**src/rtl/uart_tx_if.sv**
```systemverilog
// Producer-to-transmitter word handshake; a word moves on an edge with tx_valid && tx_ready.
interface uart_tx_if #(parameter int DATA_BITS = 8);
  logic                 tx_valid;
  logic [DATA_BITS-1:0] tx_data;
  logic                 tx_ready;

  modport master (output tx_valid, output tx_data, input tx_ready);
  modport slave  (input tx_valid, input tx_data, output tx_ready);
endinterface

```
**src/rtl/uart_tx_core.sv**
```systemverilog
// UART transmitter with transmit FIFO; frames leave back-to-back while words are queued.
// All line-side outputs are registered so tx never glitches.
module uart_tx_core #(
  parameter int CLKS_PER_BIT = 434,
  parameter int DATA_BITS    = 8,
  parameter int PARITY_EN    = 0,
  parameter int PARITY_ODD   = 0,
  parameter int STOP_BITS    = 1,
  parameter int FIFO_DEPTH   = 16
) (
  input  logic                        clk,
  input  logic                        rst_n,
  uart_tx_if.slave                    bus,
  output logic                        tx,
  output logic                        tx_busy,
  output logic                        tx_done,
  output logic [$clog2(FIFO_DEPTH):0] fifo_count
);
  localparam int AW = $clog2(FIFO_DEPTH);
  localparam int BW = $clog2(CLKS_PER_BIT);
  localparam int CW = $clog2(DATA_BITS);
  localparam logic [BW-1:0] BAUD_LAST = BW'(CLKS_PER_BIT - 1);
  localparam logic [BW-1:0] BAUD_PRE  = BW'(CLKS_PER_BIT - 2);
  localparam logic [CW-1:0] DATA_LAST = CW'(DATA_BITS - 1);
  localparam logic [CW-1:0] STOP_LAST = CW'(STOP_BITS - 1);
  localparam logic [AW:0]   PTR_ONE   = (AW+1)'(1);

  typedef enum logic [2:0] {S_IDLE, S_START, S_DATA, S_PARITY, S_STOP} state_t;

  logic [DATA_BITS-1:0] mem_q [FIFO_DEPTH];
  logic [AW:0]          wr_ptr_q, wr_ptr_d, rd_ptr_q, rd_ptr_d;
  state_t               state_q, state_d;
  logic [BW-1:0]        baud_q, baud_d;
  logic [CW-1:0]        bit_q, bit_d;
  logic [DATA_BITS-1:0] shift_q, shift_d;
  logic                 par_q, par_d;
  logic                 tx_q, tx_d, busy_q, busy_d, done_q, done_d;
  logic                 full, empty, push, pop, baud_end;
  logic [DATA_BITS-1:0] head;

  assign full         = (wr_ptr_q[AW] != rd_ptr_q[AW]) && (wr_ptr_q[AW-1:0] == rd_ptr_q[AW-1:0]);
  assign empty        = (wr_ptr_q == rd_ptr_q);
  assign push         = bus.tx_valid && !full;
  assign head         = mem_q[rd_ptr_q[AW-1:0]];
  assign baud_end     = (baud_q == BAUD_LAST);
  assign bus.tx_ready = !full;
  assign fifo_count   = wr_ptr_q - rd_ptr_q;
  assign tx           = tx_q;
  assign tx_busy      = busy_q;
  assign tx_done      = done_q;

  always_comb begin
    state_d  = state_q;
    baud_d   = baud_q + BW'(1);
    bit_d    = bit_q;
    shift_d  = shift_q;
    par_d    = par_q;
    tx_d     = tx_q;
    busy_d   = busy_q;
    done_d   = 1'b0;
    pop      = 1'b0;
    wr_ptr_d = push ? wr_ptr_q + PTR_ONE : wr_ptr_q;
    unique case (state_q)
      S_IDLE: begin
        baud_d = '0;
        tx_d   = 1'b1;
        busy_d = 1'b0;
        pop    = !empty;
      end
      S_START: if (baud_end) begin
        state_d = S_DATA;
        baud_d  = '0;
        bit_d   = '0;
        tx_d    = shift_q[0];
      end
      S_DATA: if (baud_end) begin
        baud_d = '0;
        if (bit_q == DATA_LAST) begin
          bit_d = '0;
          if (PARITY_EN != 0) begin
            state_d = S_PARITY;
            tx_d    = par_q;
          end else begin
            state_d = S_STOP;
            tx_d    = 1'b1;
          end
        end else begin
          bit_d   = bit_q + CW'(1);
          shift_d = shift_q >> 1;
          tx_d    = shift_q[1];
        end
      end
      S_PARITY: if (baud_end) begin
        state_d = S_STOP;
        baud_d  = '0;
        bit_d   = '0;
        tx_d    = 1'b1;
      end
      S_STOP: begin
        // Raised one cycle early so the registered pulse lands on the final stop cycle.
        done_d = (bit_q == STOP_LAST) && (baud_q == BAUD_PRE);
        if (baud_end) begin
          baud_d = '0;
          if (bit_q != STOP_LAST) begin
            bit_d = bit_q + CW'(1);
          end else if (!empty) begin
            pop = 1'b1;
          end else begin
            state_d = S_IDLE;
            busy_d  = 1'b0;
          end
        end
      end
      default: state_d = S_IDLE;
    endcase
    if (pop) begin
      state_d = S_START;
      baud_d  = '0;
      bit_d   = '0;
      shift_d = head;
      par_d   = (^head) ^ (PARITY_ODD != 0);
      tx_d    = 1'b0;
      busy_d  = 1'b1;
    end
    rd_ptr_d = pop ? rd_ptr_q + PTR_ONE : rd_ptr_q;
  end

  always_ff @(posedge clk or negedge rst_n) begin
    if (!rst_n) begin
      state_q  <= S_IDLE;
      wr_ptr_q <= '0;
      rd_ptr_q <= '0;
      baud_q   <= '0;
      bit_q    <= '0;
      shift_q  <= '0;
      par_q    <= 1'b0;
      tx_q     <= 1'b1;
      busy_q   <= 1'b0;
      done_q   <= 1'b0;
    end else begin
      state_q  <= state_d;
      wr_ptr_q <= wr_ptr_d;
      rd_ptr_q <= rd_ptr_d;
      baud_q   <= baud_d;
      bit_q    <= bit_d;
      shift_q  <= shift_d;
      par_q    <= par_d;
      tx_q     <= tx_d;
      busy_q   <= busy_d;
      done_q   <= done_d;
    end
  end

  always_ff @(posedge clk) begin
    if (push) mem_q[wr_ptr_q[AW-1:0]] <= bus.tx_data;
  end
endmodule

```
**src/flat_wrapper.sv**
```systemverilog
// flat-port wrapper written by rule: the top's interface ports become plain ports
module uart_tx_core_flat 
#(
  parameter int CLKS_PER_BIT = 434,
  parameter int DATA_BITS    = 8,
  parameter int PARITY_EN    = 0,
  parameter int PARITY_ODD   = 0,
  parameter int STOP_BITS    = 1,
  parameter int FIFO_DEPTH   = 16
)
  (clk, rst_n, tx, tx_busy, tx_done, fifo_count, bus_tx_valid, bus_tx_data, bus_tx_ready);
  uart_tx_if #(.DATA_BITS(DATA_BITS)) bus_i ();
  input  logic clk;
  input  logic rst_n;
  output logic tx;
  output logic tx_busy;
  output logic tx_done;
  output logic [$clog2(FIFO_DEPTH):0] fifo_count;
  input wire logic [$bits(bus_i.tx_valid)-1:0] bus_tx_valid;
  input wire logic [$bits(bus_i.tx_data)-1:0] bus_tx_data;
  output wire logic [$bits(bus_i.tx_ready)-1:0] bus_tx_ready;
  assign bus_i.tx_valid = bus_tx_valid;
  assign bus_i.tx_data = bus_tx_data;
  assign bus_tx_ready = bus_i.tx_ready;
  uart_tx_core #(.CLKS_PER_BIT(CLKS_PER_BIT), .DATA_BITS(DATA_BITS), .PARITY_EN(PARITY_EN), .PARITY_ODD(PARITY_ODD), .STOP_BITS(STOP_BITS), .FIFO_DEPTH(FIFO_DEPTH)) u_core (.clk(clk), .rst_n(rst_n), .bus(bus_i), .tx(tx), .tx_busy(tx_busy), .tx_done(tx_done), .fifo_count(fifo_count));
endmodule
```
**config.mk**
```make
export PLATFORM = sky130hd
export DESIGN_NAME = uart_tx_core_flat
export DESIGN_NICKNAME = d
export VERILOG_FILES = /design/src/rtl/uart_tx_if.sv /design/src/rtl/uart_tx_core.sv /design/src/flat_wrapper.sv
export SDC_FILE = /design/constraint.sdc
export NUM_CORES = 1
export LEC_CHECK = 0
export BUFFER_PORTS_ARGS = -buffer_cell sky130_fd_sc_hd__buf_2
export CORE_UTILIZATION = 64
export CTS_BUF_LIST = sky130_fd_sc_hd__clkbuf_4
export CTS_CLUSTER_SIZE = 16
export DETAILED_ROUTE_END_ITERATION = 7
export GPL_TIMING_DRIVEN = 0
export PLACE_DENSITY = 0.81
export RECOVER_POWER = 100
export SYNTH_ARGS = -nofsm -noshare
export SYNTH_HDL_FRONTEND = slang
export SYNTH_SLANG_ARGS = --single-unit
```
**constraint.sdc**
```tcl
create_clock -name clk -period 4.7 [get_ports clk]
set_clock_uncertainty 0.15 [all_clocks]
set_input_delay 0.47 -clock clk [delete_from_list [all_inputs] [get_ports clk]]
set_output_delay 0.47 -clock clk [all_outputs]
set_load 0.02 [all_outputs]
```
==> results.cfg, run 1 <==
[run_status]
status = complete, but fails checks
violations = max-capacitance violations, max-slew violations

[die]
start_util_pct = 66.98
die_h_um = 106.6
die_x_um = 106.6
ioPinCount = 20
die_area_um2 = 11370
num_rows = 37
fp.coreArea_um2 = 10460

[critical_path]
crit_start = u_core.rd_ptr_q[2]$_DFFE_PN0N_
crit_slowest_cell = nor2_1
reg2reg_to = u_core.mem_q[7][3]$_DFFE_PP_
start_kind = flip-flop
crit_arrival_ns = 4.37
cpPeakStageDelay_ns = 0.71
r2r-start = u_core.rd_ptr_q[2]$_DFFE_PN0N_
worstRegToRegCells = 10
crit_type = flip-flop to flip-flop
worstPathCellList = clkbuf_1 > clkbuf_1 > inv_1 > ha_1 > nand4_1 > nand2b_1 > and2_0 > clkbuf_1 > nand2_1 > nor2_1
worstPathMaxFanout = 10
cp-end-kind = flip-flop
crit_top_cell = clkbuf_1
required_ns = 4.75
r2r_setup_slack_ns = 0.38

[final_layout]
fin_nets = 503
antenna_cells = 0
area_growth_syn_to_layout_pct = 7.284
drive_gt1_share_pct = 15.34
fillers = 668
final_cell_mix = 128 x edfxtp_1, 35 x dfrtp_1, 28 x nor2_1, 27 x mux2i_1, 24 x clkbuf_1
multiInputGateArea_um2 = 2054
final_common_cell = edfxtp_1
regArea_um2 = 4746

[clock_network]
h-tree-depth = 4
path_clk_slew_ns = 0.15
numCtsBuffers = 17
clockRootBuffer = clkbuf_4
clk_path_buf_depth = 2
insertion_delay_ns = 0.56
tritoncts = yes
cts_sinks = 164

[placed_design]
gp_congestion = 0.8400
dp_hpwl_um = 9090
place_ws_ns = 0.04122
port_buffers = 19

[routing]
top_layer_used = met4
wl_per_cell_um = 21.72
post-route-drc-count = 0
met1Wirelength_um = 5394
via_count = 4003
wl_um = 13570
dr_wl_met3_um = 1052
antenna_left = 0
wl_met2_um = 6822
drt_iter0_markers = 301
dr.pass1.iters = 5
viasPerCell = 6.405

[sta]
worst_pin_slew_ns = 1.977
fmax_mhz = 231.7
rsz0062_at_grt = no
period_minus_slack_ns = 4.316
fin_setup_tns_ns = 0
worst_slack_ns = 0.3838
drv_slew = 37
max_slew_margin_pct = -31.82
setup_viol = 0
final-hold-violation-count = 0
post-route-period-util_pct = 91.83

[hold_path]
hold_class = input port to flip-flop
hold_start = bus_tx_data[7]
hold_depth = 1
holdPathEnd = u_core.mem_q[9][7]$_DFFE_PP_

[global_route]
antenna_found_initial = 0
grt_overflow_total = 0
track_usage_pct = 25.98
grt_pass1_wl_um = 20860
grt_max_degree = 37
grt_pass1_vias = 3889

[yosys]
synth_edf_count = 128
seq_area_frac_synth_pct = 67.72
async_flop_share_pct = 21.95
syn_inst = 437
yosysUniqueCellTypes = 60
syn_avg_cell_area_um2 = 16.04
synth_flop_cell = edfxtp_1
synth_nets = 464
yosysWarnings = 0
ys_seq_elements = 164
syn-cell-area_um2 = 7008

[job]
maxCapViolCount = 1

[pwr]
power_density_nw_per_um2 = 403.0
irDropWorstVdd_v = 0.0003323
leakage_nw = 2.770
metrics by stage:
step | cell area, µm² | hold WS (ns) | instances | util [%] | power, mW
floorplan | 7008 | 0.02441 | 437 | - | 2.094
global placement | 7273 | 0.3430 | 592 | 69.52 | 2.235
detailed placement | 7273 | 0.3479 | 592 | 69.52 | 2.263
CTS | 7564 | 0.07088 | 625 | 72.29 | 3.049
global route | 7518 | 0.2306 | 625 | 71.86 | 3.143
finish | 7518 | 0.2465 | 625 | 71.86 | 3.030
routing by layer:
layer | vias to the layer above | track usage, %
met2 | 211 | 41.94
met4 | 0 | 12.52
met1 | 2001 | 33.83
li1 | 1763 | -
met5 | - | 0
met3 | 28 | 5.775
state kept, by name, indices dropped and copies added, names as in the netlist:
| register | count |
|---|---|
| u_core.shift_q | 8 |
| u_core.wr_ptr_q | 5 |
| u_core.state_q | 3 |
| u_core.tx_busy | 1 |
| u_core.rd_ptr_q | 5 |
| u_core.mem_q | 128 |
| u_core.tx_done | 1 |
| u_core.baud_q | 9 |
| u_core.tx | 1 |
| u_core.bit_q | 3 |
worst max-delay path by stage:
stage                                         endpoint  slack [ns]  cells past startpoint
final                     u_core.mem_q[7][3]$_DFFE_PP_        0.38                     10
after global routing      u_core.mem_q[7][3]$_DFFE_PP_        0.17                     10
after CTS                 u_core.mem_q[3][7]$_DFFE_PP_       0.007                     10
after detailed placement  u_core.mem_q[3][6]$_DFFE_PP_        0.04                     10
after global placement    u_core.mem_q[3][6]$_DFFE_PP_        0.21                     10
after floorplan           u_core.mem_q[3][0]$_DFFE_PP_        1.16                     10
where the power goes:
group | total (mW) | switching (mW) | internal [mW]
sequential | 1.74 | 0.0402 | 1.70
combinational | 0.483 | 0.338 | 0.145
clock | 0.806 | 0.520 | 0.285
total | 3.03 | 0.898 | 2.13
critical path: cells and delay by family (launching register included):
kind	cells	cell delay, ns
buf+inv	4	1.43
fa+ha+maj	1	0.40
simple gates	5	1.52
flops	1	0.45
cells by family (layout without fill, tap and decap cells):
logic type	after synthesis	count (layout)	share of synthesized area, %
flip-flops	164	164	67.72
AND/OR/NAND/NOR	90	90	6.410
AO/OA/AOI/OAI	65	65	7.178
multiplexers	49	49	10.50
buffers and inverters	34	86	2.749
XOR/XNOR	19	19	2.482
adder cells (fa/ha/maj)	16	16	2.964
layout make-up:
type	instances	share of cell area (%)
clock inverters	14	1.930
repair buffers	20	1.098
well taps	136	2.263
clock buffers	18	1.797
plain buffers	18	1.664
multi-input cells	239	27.33
flip-flops and latches	164	63.12
inverters	16	0.7988
cells in the mapped netlist, types with 2 or more instances:
| cell | count | area share [%] |
|---|---|---|
| a21o_1 | 2 | 0.21 |
| a31oi_1 | 2 | 0.18 |
| inv_1 | 15 | 0.80 |
| nand2_1 | 22 | 1.2 |
| edfxtp_1 | 128 | 55 |
| xor2_1 | 4 | 0.50 |
| xnor2_1 | 14 | 1.7 |
| mux4_2 | 18 | 5.8 |
| a221o_1 | 7 | 1.0 |
| nor2_1 | 28 | 1.5 |
| nand3_1 | 7 | 0.50 |
| buf_1 | 3 | 0.16 |
| mux2_2 | 3 | 0.48 |
| o21ai_0 | 13 | 0.93 |
| mux2i_1 | 27 | 3.9 |
| buf_6 | 3 | 0.48 |
| clkbuf_1 | 4 | 0.21 |
| nor3_1 | 7 | 0.50 |
| nand4_1 | 4 | 0.36 |
| and2_1 | 2 | 0.18 |
| ha_1 | 15 | 2.7 |
| nor2b_1 | 2 | 0.18 |
| nand2b_1 | 4 | 0.36 |
| nand2_2 | 2 | 0.18 |
| a221oi_1 | 13 | 1.6 |
| a211oi_1 | 2 | 0.21 |
| buf_4 | 3 | 0.32 |
| dfrtp_1 | 35 | 12 |
| buf_2 | 3 | 0.21 |
| a21oi_1 | 10 | 0.71 |
| o21ai_1 | 6 | 0.43 |
timing repair:
action,4_1_cts,5_1_grt
resized for setup,0,4
hold endpoints to repair,35,0
setup endpoints to repair,0,32
buffers inserted,0,0
hold buffers,1,0
No activity file was read; power rests on OpenSTA's default activity.
==> inputs of run 2 (changes only) <==
Settings changed: CORE_MARGIN from default to 2, CORE_UTILIZATION 64 to 69, PLACE_DENSITY 0.81 to 0.86.
Clock period 4.7 ns to 5.37 ns, I/O delays scaled along.
==> run 2 against run 1 <==
Net effect:
- the run still ends with max-capacitance violations, max-slew violations left
- largest cell class unchanged
- cell count is 0.48% lower
- global-route usage is 1.6 points higher
- critical endpoint is now u_core.mem_q[0][4]$_DFFE_PP_
- critical path type unchanged
- non-clock buffer count stayed put
- first-iteration DRC count is 15% higher
- setup slack better by 0.40 ns
==> results.cfg, run 2 (synthesis gave the netlist of run 1 again) <==
[critical_path]
crit_slowest_cell = nor3_1
crit_type = flip-flop to flip-flop
crit_top_cell = clkbuf_1
cpLargestDelayFamily = simple AND/OR/NAND/NOR gates
crit_arrival_ns = 4.62
r2r_setup_slack_ns = 0.79
required_ns = 5.41
critical_path_cell_count = 10
worstPathMaxFanout = 10
critical_path_buf_inv_count = 4
cpPeakStageDelay_ns = 0.97
start_kind = flip-flop
worstPathCellList = clkbuf_1 > clkbuf_1 > inv_1 > ha_1 > nand4_1 > nand2b_1 > and2_0 > clkbuf_1 > nand2_1 > nor3_1
cp-end-kind = flip-flop
worstRegToRegCells = 10
reg2reg_to = u_core.mem_q[0][4]$_DFFE_PP_
r2r-start = u_core.rd_ptr_q[2]$_DFFE_PN0N_

[routing]
post-route-drc-count = 0
drt_iter0_markers = 346
via_count = 4026
wl_um = 13960
viasPerCell = 6.473
dr.pass1.iters = 6
antenna_left = 0
wl_per_cell_um = 22.44

[clock_network]
numCtsBuffers = 17
cts_sinks = 164
h-tree-depth = 4
tritoncts = yes
clk_path_buf_depth = 2
path_clk_slew_ns = 0.14
cts.repair.resized = 0
clockRootBuffer = clkbuf_4
insertion_delay_ns = 0.56

[global_route]
track_usage_pct = 27.60
grt_pass1_wl_um = 22050
grt_overflow_total = 0
grt_pass1_vias = 3912
grt_max_degree = 37
antenna_found_initial = 0

[die]
fp.coreArea_um2 = 9819
num_rows = 36
ioPinCount = 20
die_area_um2 = 10980
die_h_um = 104.8
die_x_um = 104.8
start_util_pct = 71.37

[pwr]
irDropWorstVdd_v = 0.0003820
leakage_nw = 2.754
combPwrFrac_pct = 15.9
total_power_mw = 2.598
p_switching_mw = 0.7442
pwr-share-seq_pct = 58.8
p_clk_share_pct = 25.3
power_density_nw_per_um2 = 348.1
p_sw_share_pct = 28.64
p_int_mw = 1.854

[sta]
rsz0062_at_grt = no
fin_setup_tns_ns = 0
worst_pin_slew_ns = 1.951
drv_slew = 37
holdWs_ns = 0.3129
worst_slack_ns = 0.7852
post-route-period-util_pct = 85.38
period_minus_slack_ns = 4.585
fmax_mhz = 218.1
final-hold-violation-count = 0
setup_viol = 0
max_slew_margin_pct = -30.10

[hold_path]
hold_class = input port to flip-flop
hold_depth = 1
holdPathEnd = u_core.mem_q[14][7]$_DFFE_PP_
hold_start = bus_tx_data[7]

[job]
maxCapViolCount = 1

[run_status]
status = complete, but fails checks
violations = max-capacitance violations, max-slew violations

[final_layout]
final_cell_mix = 128 x edfxtp_1, 35 x dfrtp_1, 28 x nor2_1, 27 x mux2i_1, 25 x clkbuf_1
fin_area_um2 = 7463
stdcell_count = 622
antenna_cells = 0
area_growth_syn_to_layout_pct = 6.499
final_common_cell = edfxtp_1
largest_register_ff_count = 128
final_core_util_pct = 76.01
fin_nets = 503
drive_gt1_share_pct = 13.91

[placed_design]
placed_area_um2 = 7269
gp_congestion = 0.8844
dp_hpwl_um = 9322
dp_cells = 589
port_buffers = 19
place_ws_ns = 0.8281
-- run 2: changes by cell type in the layout (fill, tap and decap cells not counted), moves of 2 or more --
cell and change:
nor3_1 +4, clkinvlp_4 -2, clkinv_2 +2, inv_8 -4, clkinv_4 -2, inv_6 +2
nor3_2 -4, clkinv_1 +3
-- run 2: power by group through the flow --
| stage | combinational, mW | sequential (mW) | clock, mW |
|---|---|---|---|
| floorplan | 0.292 | 1.54 | 0 |
| global placement | 0.407 | 1.55 | 0 |
| detailed placement | 0.425 | 1.56 | 0 |
| CTS | 0.428 | 1.53 | 0.658 |
| global route | 0.455 | 1.54 | 0.711 |
| finish | 0.412 | 1.53 | 0.657 |
-- run 2: how the worst max path moves through the flow --
stage,slack (ns),endpoint,start
2_1_floorplan,1.83,u_core.mem_q[3][0]$_DFFE_PP_,u_core.rd_ptr_q[2]$_DFFE_PN0N_
3_3_place_gp,0.83,u_core.mem_q[3][5]$_DFFE_PP_,u_core.rd_ptr_q[2]$_DFFE_PN0N_
3_5_place_dp,0.83,u_core.mem_q[3][5]$_DFFE_PP_,u_core.rd_ptr_q[2]$_DFFE_PN0N_
4_1_cts,0.79,u_core.mem_q[3][1]$_DFFE_PP_,u_core.rd_ptr_q[2]$_DFFE_PN0N_
5_1_grt,0.50,u_core.mem_q[2][3]$_DFFE_PP_,u_core.rd_ptr_q[2]$_DFFE_PN0N_
6_report,0.79,u_core.mem_q[0][4]$_DFFE_PP_,u_core.rd_ptr_q[2]$_DFFE_PN0N_
-- run 2: final cells by class --
class / instances / area [µm²]
Buffer: 18 / 121.4
Clock buffer: 19 / 142.6
Clock inverter: 13 / 106.4
Fill cell: 589 / 2356
Inverter: 16 / 60.06
Multi-Input combinational cell: 239 / 2038
Sequential cell: 164 / 4746
Tap cell: 133 / 166.4
Timing Repair Buffer: 20 / 82.58
-- run 2: routing by layer --
layer	up-vias	track usage, %	wire length, µm
met3	38	6.737	1098
met5	-	0	0
met1	2000	37.76	5466
met4	0	8.857	368
li1	1774	-	-
met2	214	44.48	7023
-- run 2: what timing repair did --
action,in CTS,in global routing
endpoints found under the hold margin,35,0
setup buffers,0,0
endpoints found under the setup margin,0,0
hold buffers,1,0
